[src/rtl/ex_div.sv]
// ex_div: EX-stage radix-2 restoring divider for DIV/DIVU, one quotient bit per cycle.
// Optional `DIV_ZERO_TRAP_EN adds div_zero_o, which flags the END cycle of a divide-by-zero.
module ex_div #(
  parameter logic [7:0] DIV_OP  = 8'b00011010,
  parameter logic [7:0] DIVU_OP = 8'b00011011
) (
  input  logic        clk,
  input  logic        rst,
  input  logic [7:0]  ex_aluop,
  input  logic [31:0] ex_reg1,
  input  logic [31:0] ex_reg2,
  input  logic        annul,
  output logic        stallreq,
  output logic [31:0] hi_o,
  output logic [31:0] lo_o,
  output logic        whilo_o
`ifdef DIV_ZERO_TRAP_EN
  ,
  output logic        div_zero_o
`endif
);

  typedef enum logic [1:0] {S_IDLE, S_DIVZERO, S_ON, S_END} state_t;

  state_t      state;
  logic [31:0] dvd;      // dividend magnitude, consumed MSB-first
  logic [31:0] dvs;      // divisor magnitude
  logic [32:0] rem;      // partial remainder
  logic [31:0] quot;
  logic [5:0]  cnt;
  logic        sign_q;
  logic        sign_r;
`ifdef DIV_ZERO_TRAP_EN
  logic        zero_q;
`endif

  logic        is_div;
  logic        signed_op;
  logic        is_end;
  logic [32:0] shifted;
  logic [32:0] sub;
  logic        ge;

  assign is_div    = (ex_aluop == DIV_OP) || (ex_aluop == DIVU_OP);
  assign signed_op = (ex_aluop == DIV_OP);

  // One restoring step: shift in next dividend bit, trial-subtract the divisor.
  assign shifted = (rem << 1) | {32'b0, dvd[31]};
  assign sub     = shifted - {1'b0, dvs};
  assign ge      = (shifted >= {1'b0, dvs});

  always_ff @(posedge clk) begin
    if (rst) begin
      state  <= S_IDLE;
      dvd    <= '0;
      dvs    <= '0;
      rem    <= '0;
      quot   <= '0;
      cnt    <= '0;
      sign_q <= 1'b0;
      sign_r <= 1'b0;
`ifdef DIV_ZERO_TRAP_EN
      zero_q <= 1'b0;
`endif
    end else if (annul) begin
      state <= S_IDLE;
    end else begin
      case (state)
        S_IDLE: begin
          if (is_div) begin
`ifdef DIV_ZERO_TRAP_EN
            zero_q <= (ex_reg2 == 32'd0);
`endif
            if (ex_reg2 == 32'd0) begin
              state <= S_DIVZERO;
            end else begin
              dvd    <= (signed_op && ex_reg1[31]) ? -ex_reg1 : ex_reg1;
              dvs    <= (signed_op && ex_reg2[31]) ? -ex_reg2 : ex_reg2;
              sign_q <= signed_op && (ex_reg1[31] ^ ex_reg2[31]);
              sign_r <= signed_op && ex_reg1[31];
              rem    <= '0;
              quot   <= '0;
              cnt    <= '0;
              state  <= S_ON;
            end
          end
        end
        S_DIVZERO: begin
          rem    <= '0;
          quot   <= '0;
          sign_q <= 1'b0;
          sign_r <= 1'b0;
          state  <= S_END;
        end
        S_ON: begin
          rem  <= ge ? sub : shifted;
          quot <= {quot[30:0], ge};
          dvd  <= {dvd[30:0], 1'b0};
          cnt  <= cnt + 6'd1;
          if (cnt == 6'd31) state <= S_END;
        end
        default: state <= S_IDLE;
      endcase
    end
  end

  // Result is only visible in END, and a coincident flush or reset suppresses it.
  assign is_end   = (state == S_END) && !annul && !rst;
  assign stallreq = is_div && (state != S_END) && !annul && !rst;
  assign whilo_o  = is_end;
  assign lo_o     = is_end ? (sign_q ? -quot : quot) : '0;
  assign hi_o     = is_end ? (sign_r ? -rem[31:0] : rem[31:0]) : '0;
`ifdef DIV_ZERO_TRAP_EN
  assign div_zero_o = is_end && zero_q;
`endif

endmodule

[config.mk]
export PLATFORM = sky130hd
export DESIGN_NAME = ex_div
export DESIGN_NICKNAME = d
export VERILOG_FILES = /design/src/rtl/ex_div.sv
export SDC_FILE = /design/constraint.sdc
export NUM_CORES = 1
export LEC_CHECK = 0
export CAP_MARGIN = 20
export CORE_UTILIZATION = 50
export CTS_BUF_LIST = sky130_fd_sc_hd__clkbuf_4 sky130_fd_sc_hd__clkbuf_8
export CTS_CLUSTER_DIAMETER = 40
export DETAILED_ROUTE_END_ITERATION = 8
export PLACE_DENSITY = 0.79
export SYNTH_ARGS = -nofsm -noshare
export SYNTH_HDL_FRONTEND = slang
export SYNTH_SLANG_ARGS = --single-unit
[constraint.sdc]
create_clock -name clk -period 4.3 [get_ports clk]
set_input_delay 0.86 -clock clk [delete_from_list [all_inputs] [get_ports clk]]
set_output_delay 0.86 -clock clk [all_outputs]
set_load 0.005 [all_outputs]
Word level (Yosys, flattened, before mapping)
Index checks and enable logic that the tools add are counted.

operators by class
  add/subtract/negate cells = 6
  magnitude comparators = 1
  equality and inequality tests = 10
  multiplexer cells = 29
  bitwise operators = 4
  reductions and logical operators = 22

operator list
  kind                   count
  $mux W32               13
  $pmux W32 S3           2
  $neg A32 Y32           4
  $pmux W32 S2           1
  $ge A33 B32 Y1         1
  $or A33 B1 Y33         1
  $logic_not A32 Y1      1
  $sub A32 B32 Y32       1
  $eq A8 B5 Y1 const B   2
  $reduce_and A4 Y1      4
  $mux W6                2
  $pmux W6 S2            1
  $logic_and A1 B1 Y1    8
  $ne A2 B2 Y1 const B   4
  $add A6 B1 Y6 const B  1
  $eq A6 B5 Y1 const B   1
  $mux W2                3
  $pmux W2 S3            1
  $eq A2 B2 Y1 const B   2
  $mux W1                4
  $pmux W1 S2            2
  $reduce_bool A2 Y1     2
  $reduce_bool A3 Y1     1
  $eq A2 B1 Y1 const B   1
  other kinds (7)        9

storage, ports and cells
  register bits after elaboration = 138
  input port bits = 75
  output and inout bits = 66
  word-level logic and storage cells = 80

Depth between registers and ports, before layout
Gate-level depths: netlist of run 1.

  depth in word-level cells = 6
  mapped depth = 13
  mapped depth without buffers = 12

Worst setup path before layout of run 1
OpenSTA, ideal clock, no wires.

  kind = register -> output
  start point = register rem[6]
  end point = output port hi_o[25]
  arrival time = 2.857 ns
  data required time = 3.440 ns
  path slack = 0.583 ns
  cell stages (with the launch flop) = 9
  buffers on the path = 0
  path through = dfxtp_1 > or4_4 > nor4_4 > or4b_1 > or4_1 > or3_4 > o31ai_2 > xor2_1 > nor2_1

on the way
  longest elaborated chain between the ends = 3

RTL lines
  item                    RTL line  text
  from (decl)             28        logic [32:0] rem;
  from (signal assigned)  96        rem <= ge ? sub : shifted;
  $neg A32 Y32            112       assign hi_o = is_end ? (sign_r ? -rem[31:0] : rem[31:0]) : '0;
  $mux W32 (2 in a row)   112
  to (decl)               14        output logic [31:0] hi_o,

No other way between the ends.

Final worst setup path of run 1
Same ends and word-level chain as after synthesis.

==> reports/qor.yml, run 1 <==
outcome:
  outcome: "complete, but fails checks"
  violations: "setup timing"
die:
  initial_core_util_pct: 51.0
  ios: 141
  row_count: 52
  die_h_um: 145
  die_w_um: 145
  die_area_um2: 21100
  core_area_um2: 20200
cts:
  clkLatencyLatePin_ns: 0.46
  hold_buffers: 0
  root_buffer: "clkbuf_8"
  cts_inserted_buffers: 17
  htreeDepth: 4
  clkSinkCount: 138
  clk_pin_slew_worst_paths_ns: 0.08
  cts_tree: "built"
  clock_path_buffers: 2
critical_path:
  end_kind: "output pin"
  timing.rr.start: "rem[5]"
  required_ns: 3.44
  cp-startpoint: "rem[6]"
  max_stage_delay_ns: 0.56
  cp_max_fo: 5
  arrival_ns: 3.56
  worst-setup-path-type: "flip-flop to output pin"
  crit_slowest_cell: "or4_4"
  cp_common_cell: "or4_4"
  worst_setup_path_start_kind: "flip-flop"
  worstPathCellList: "or4_4 -> nor4_4 -> or4b_4 -> or4_4 -> or3_4 -> buf_4 -> o31ai_4 -> xor2_1 -> nor2_1 -> buf_2"
finish:
  layout_common_cells: "nand2_1 (188), nor2_1 (145), dfxtp_1 (136), clkdlybuf4s50_1 (124), xor2_1 (114)"
  final_common_cell: "nand2_1"
  multiInputGateArea_um2: 7160
  final_nets: 1651
  final-seq-area_um2: 2770
  area_delta_synth_final_pct: 24.1
  fillCellCount: 1837
  antenna_cells: 0
  finalNonFillerCells: 1817
  drive_gt1_share_pct: 9.24
power_and_ir_drop:
  pwr-share-comb_pct: 9.0
  p_sw_uw: 664
  seqPwrFrac_pct: 47.4
  cell_internal_pwr_uw: 2040
  clock_power_share_pct: 43.5
  p_sw_share_pct: 24.6
  ir_drop_v: 0.000157
  powerDensity_nw_per_um2: 212
  leakage_uw: 0.00470
drt:
  first_pass_iters: 7
  viasPerCell: 5.77
  vias: 10477
  antenna_left: 0
  post_drt_wl_per_cell_um: 15.4
  route.detailed.drc: 0
  totalWireLength_um: 28000
  first_iter_violations: 632
synth:
  synthFlopType: "dfxtp_1"
  ys_async_sr_fraction_pct: 0
  synth_cell_type_count: 68
  synth_top_area_share_pct: 26.9
  synth_cells: 1427
  synthesis.area_um2: 10300
  synth_edf_count: 0
  syn-num-nets: 1544
  yosysTopAreaCell: "dfxtp_1"
  ys_seq_elements: 138
  ys_seq_area_share_pct: 26.9
  yosys_warnings: 0
  synth_area_leaders: "dfxtp_1 (27%), xor2_1 (9.8%), nand2_1 (6.9%), nor2_1 (5.3%), nand3_1 (5.3%)"
  avgSynthCellArea_um2: 7.21
grt:
  use_met1_pct: 38.4
  grt_max_degree: 68
  track_usage_pct: 25.9
  grt_pass1_wl_um: 45800
  grt_pass1_vias: 9183
  antenna_found_initial: 0
  grt.busiest_layer: "met2"
  use_met3_pct: 5.08
  grt_use_met2_pct: 38.8
  grt.overflow.total: 0
placement:
  place_inst: 1769
  hpwlAfterDp_um: 20400
  io_buffers: 140
  gp_congestion: 0.957
sta:
  setup_viol: 5
  whs_ns: 0.458
  post-route-min-period_ns: 4.42
  skew_ns: 0.0136
  setup_ws_ns: -0.119
  period_share_pct: 103
  tightest_slew_ns: 0.824
  rsz0062_at_grt: "true"
  hold_viol: 0
  slew_viol_final: 0
  relSlewSlack_pct: 45.1
  fmax_mhz: 226
run:
  cap_violations: 0
min_path:
  hold_start: "dvd[2]"
  hold_class: "flip-flop to flip-flop"
==> cells by family (layout without fill, tap and decap cells) <==
| group | after synthesis | count (layout) | synth area share [%] |
|---|---|---|---|
| xor gates and xnor gates | 152 | 152 | 12.9 |
| buffers and inverters | 156 | 276 | 5.73 |
| muxes | 5 | 5 | 0.487 |
| and+or+nand+nor | 581 | 581 | 26.7 |
| adders and majority gates | 42 | 42 | 5.18 |
| AOI/OAI and AO/OA | 353 | 353 | 22.1 |
| DFF | 138 | 138 | 26.9 |
==> state kept, by name, summed over array words and instances (netlist names) <==
| name | flops |
|---|---|
| dvd | 32 |
| sign_r | 1 |
| sign_q | 1 |
| cnt | 6 |
| state | 2 |
| quot | 32 |
| rem | 32 |
| dvs | 32 |
==> power by group through the flow <==
stage	clock network (uW)	logic, uW	registers, uW
floorplan	0	111	1310
global placement	0	238	1310
detailed placement	0	241	1310
CTS	1190	241	1280
global route	1240	263	1280
finish	1180	244	1280
==> routing by layer <==
metal  vias up  wire, um  share of wire [%]
met2       328     12300                 44
li1       5276         -                  -
met1      4850     13600                 48
met4         0       268               0.96
met5         -         0                  0
met3        23      1890                6.8
==> timing repair <==
action / 4_1_cts / 5_1_grt
endpoints found under the setup margin: 14 / 24
setup buffers: 12 / 1
pin swaps: 23 / 13
resized for setup: 72 / 12
==> final cells by class <==
cell class / count / area share [%]
repair buffers: 190 / 14.6
clock inverters: 14 / 1.53
multi-input cells: 1133 / 56.1
flip-flops and latches: 138 / 21.7
inverters: 54 / 1.59
clock buffers: 18 / 1.89
well taps: 270 / 2.65
==> path summary, 6_finish.rpt <==
| kind | end | slack, ns | depth (start not counted) |
|---|---|---|---|
| worst max-delay path | hi_o[25] | -0.12 | 10 |
| worst max register to register | rem[24] | 0.79 | 9 |
| worst min register to register | dvd[2] | 0.46 | 2 |
| worst min-delay path | dvd[2] | 0.46 | 2 |
==> critical path: cells and delay by family, from the launching register on <==
kind	cells	cell delay [ns]
DFF	1	0.32
and+or+nand+nor	6	2.13
xor gates and xnor gates	1	0.16
buffers and inverters	2	0.31
AOI/OAI and AO/OA	1	0.18
==> cell usage after synthesis (5+ instances only) <==
cell type and n:
a31oi_1 10, o21ai_0 87, nor3_1 16, nand3_1 108, mux2i_1 5, a21o_1 19, xnor2_1 37, buf_1 11
nor4_1 14, a21oi_1 93, nor2_1 146, or4_1 18, a211oi_1 36, xor2_1 115, o211ai_1 17, dfxtp_1 138
clkbuf_1 88, nand4_1 16, ha_1 41, or3_1 24, inv_1 54, nor2b_1 8, and2_1 6, nand2_1 189
o31ai_1 31, o41ai_1 15
==> stage by stage <==
stage / util (%) / TNS (ns) / area (um2) / worst slack (ns) / power [uW]
2_1_floorplan: - / 0 / 10300 / 0.583 / 1420
3_3_place_gp: 59.5 / 0 / 12000 / 0.146 / 1550
3_5_place_dp: 59.5 / 0 / 12000 / 0.0796 / 1550
4_1_cts: 62.6 / -0.937 / 12600 / -0.146 / 2710
5_1_grt: 63.3 / -1.46 / 12800 / -0.249 / 2790
6_report: 63.3 / -0.415 / 12800 / -0.119 / 2700
No activity file was read; power rests on OpenSTA's default activity.
==> run 2, diff against run 1 <==
- RECOVER_POWER: unset -> 25
==> reports/qor.yml, run 2 (synthesis gave the netlist of run 1 again) <==
run:
  cap_violations: 0
drt:
  totalWireLength_um: 28100
  wl_met1_um: 13500
  first_iter_violations: 676
  post_drt_wl_per_cell_um: 15.4
  routed.top_layer: "met4"
  vias: 10462
  wl_met2_um: 12300
  route.detailed.drc: 0
  antenna_left: 0
  first_pass_iters: 7
  viasPerCell: 5.76
  met3WireLength_um: 1980
finish:
  postLayoutCoreUtil_pct: 63.0
  area_delta_synth_final_pct: 23.6
  final_nets: 1651
  fillCellCount: 1847
  layout_common_cells: "nand2_1 (188), nor2_1 (145), dfxtp_1 (136), clkdlybuf4s50_1 (123), xor2_1 (114)"
  antenna_cells: 0
  finalNonFillerCells: 1817
  multiInputGateArea_um2: 7150
  final-seq-area_um2: 2770
  drive_gt1_share_pct: 8.99
  final_common_cell: "nand2_1"
sta:
  setup_viol: 5
  post-route-min-period_ns: 4.41
  hold_viol: 0
  skew_ns: 0.0122
  setup_ws_ns: -0.114
  slew_viol_final: 0
  rsz0062_at_grt: "true"
  fmax_mhz: 227
  relSlewSlack_pct: 24.6
  period_share_pct: 103
  whs_ns: 0.460
  tightest_slew_ns: 1.13
critical_path:
  r2r_cells: 9
  cp_max_fo: 5
  cp_common_cell: "or4_4"
  worstPathCellList: "or4_4 -> nor4_4 -> or4b_4 -> or4_4 -> or3_4 -> buf_4 -> o31ai_4 -> xor2_1 -> nor2_1 -> buf_2"
  max_stage_delay_ns: 0.56
  end_kind: "output pin"
  worst_setup_path_start_kind: "flip-flop"
  timing.rr.start: "rem[5]"
  r2r_setup_slack_ns: 0.79
  reg2reg_to: "rem[24]"
  worst-setup-path-type: "flip-flop to output pin"
  arrival_ns: 3.55
  crit_slowest_cell: "or4_4"
  required_ns: 3.44
power_and_ir_drop:
  leakage_uw: 0.00468
  clock_power_share_pct: 43.5
  cell_internal_pwr_uw: 2040
  seqPwrFrac_pct: 47.5
  p_sw_uw: 660
  p_sw_share_pct: 24.5
  pwr-share-comb_pct: 9.0
  ir_drop_v: 0.000155
  powerDensity_nw_per_um2: 212
placement:
  place_ws_ns: 0.0796
  place_inst: 1769
  gp_congestion: 0.957
  io_buffers: 140
  hpwlAfterDp_um: 20400
cts:
  cts_inserted_buffers: 17
  clkSinkCount: 138
  clk_pin_slew_worst_paths_ns: 0.08
  hold_buffers: 0
  clkLatencyLatePin_ns: 0.45
  htreeDepth: 4
  clock_path_buffers: 2
  cts_tree: "built"
  root_buffer: "clkbuf_8"
die:
  ios: 141
  die_area_um2: 21100
  row_count: 52
  core_area_um2: 20200
  initial_core_util_pct: 51.0
  die_w_um: 145
  die_h_um: 145
grt:
  grt.overflow.total: 0
  grt_pass1_vias: 9183
  antenna_found_initial: 0
  grt_max_degree: 68
  track_usage_pct: 25.9
  grt_pass1_wl_um: 45800
min_path:
  hold_start: "dvd[2]"
  hold-path-cell-count: 2
  hold_end: "dvd[2]"
  hold_class: "flip-flop to flip-flop"
outcome:
  violations: "setup timing"
  outcome: "complete, but fails checks"
-- run 2: cell types whose count changed in the layout (fill, tap and decap cells not counted) --
cell	change
and2_0	+1
and2_1	-1
buf_12	-2
buf_4	-2
buf_6	-1
clkbuf_1	+2
clkbuf_2	+3
clkdlybuf4s50_1	-1
dlygate4sd3_1	+1
nor3_1	+1
nor3_2	-1
nor3b_1	+1
nor3b_2	-1
-- run 2: how the worst max path moves through the flow --
stage | slack, ns | to | depth (start not counted) | startpoint
final | -0.11 | hi_o[25] | 10 | rem[6]
after global routing | -0.25 | hi_o[27] | 10 | rem[6]
after CTS | -0.15 | hi_o[27] | 10 | rem[7]
after detailed placement | 0.08 | hi_o[30] | 9 | rem[6]
after global placement | 0.15 | hi_o[31] | 9 | rem[6]
after floorplan | 0.58 | hi_o[25] | 8 | rem[6]
-- run 2: area by class of cell --
class | count | share of cell area, %
repair buffers | 190 | 14.3
well taps | 270 | 2.66
inverters | 54 | 1.60
flip-flops and latches | 138 | 21.8
multi-input cells | 1133 | 56.2
clock inverters | 14 | 1.54
clock buffers | 18 | 1.90
-- run 2: worst max-delay path: cells and delay by family, from the launching register on --
family | cells | cell delay (ns)
AOI/OAI and AO/OA | 1 | 0.18
and+or+nand+nor | 6 | 2.13
DFF | 1 | 0.32
xor gates and xnor gates | 1 | 0.16
buffers and inverters | 2 | 0.31
-- run 2: timing repair --
action                     in CTS  in global routing
setup buffers                  12                  1
hold endpoints to repair        0                  0
pin swaps                      23                 13
setup endpoints to repair      14                 24
resized for setup              72                 12
cloned                          0                  0
-- run 2: power groups by stage --
| stage | sequential (uW) | combinational [uW] | clock, uW |
|---|---|---|---|
| 3_5_place_dp | 1310 | 241 | 0 |
| 2_1_floorplan | 1310 | 111 | 0 |
| 4_1_cts | 1280 | 241 | 1190 |
| 5_1_grt | 1280 | 263 | 1240 |
| 3_3_place_gp | 1310 | 238 | 0 |
| 6_report | 1280 | 243 | 1170 |
-- run 2: routing by layer --
layer,track usage [%],vias to the layer above
met5,0,-
met4,5.37,0
met3,5.08,19
met2,38.8,322
met1,38.4,4851
li1,-,5270
-- run 2: metrics by stage --
step	setup TNS, ns	area [um2]	total power, uW
finish	-0.398	12700	2700
global route	-1.82	12700	2790
detailed placement	0	12000	1550
global placement	0	12000	1550
floorplan	0	10300	1420
CTS	-0.937	12600	2710
==> run 3, diff against run 2 <==
- ABC_AREA: unset -> 0
==> results of run 3 <==
The final DEF is identical to that of run 2; final timing and power are the same.
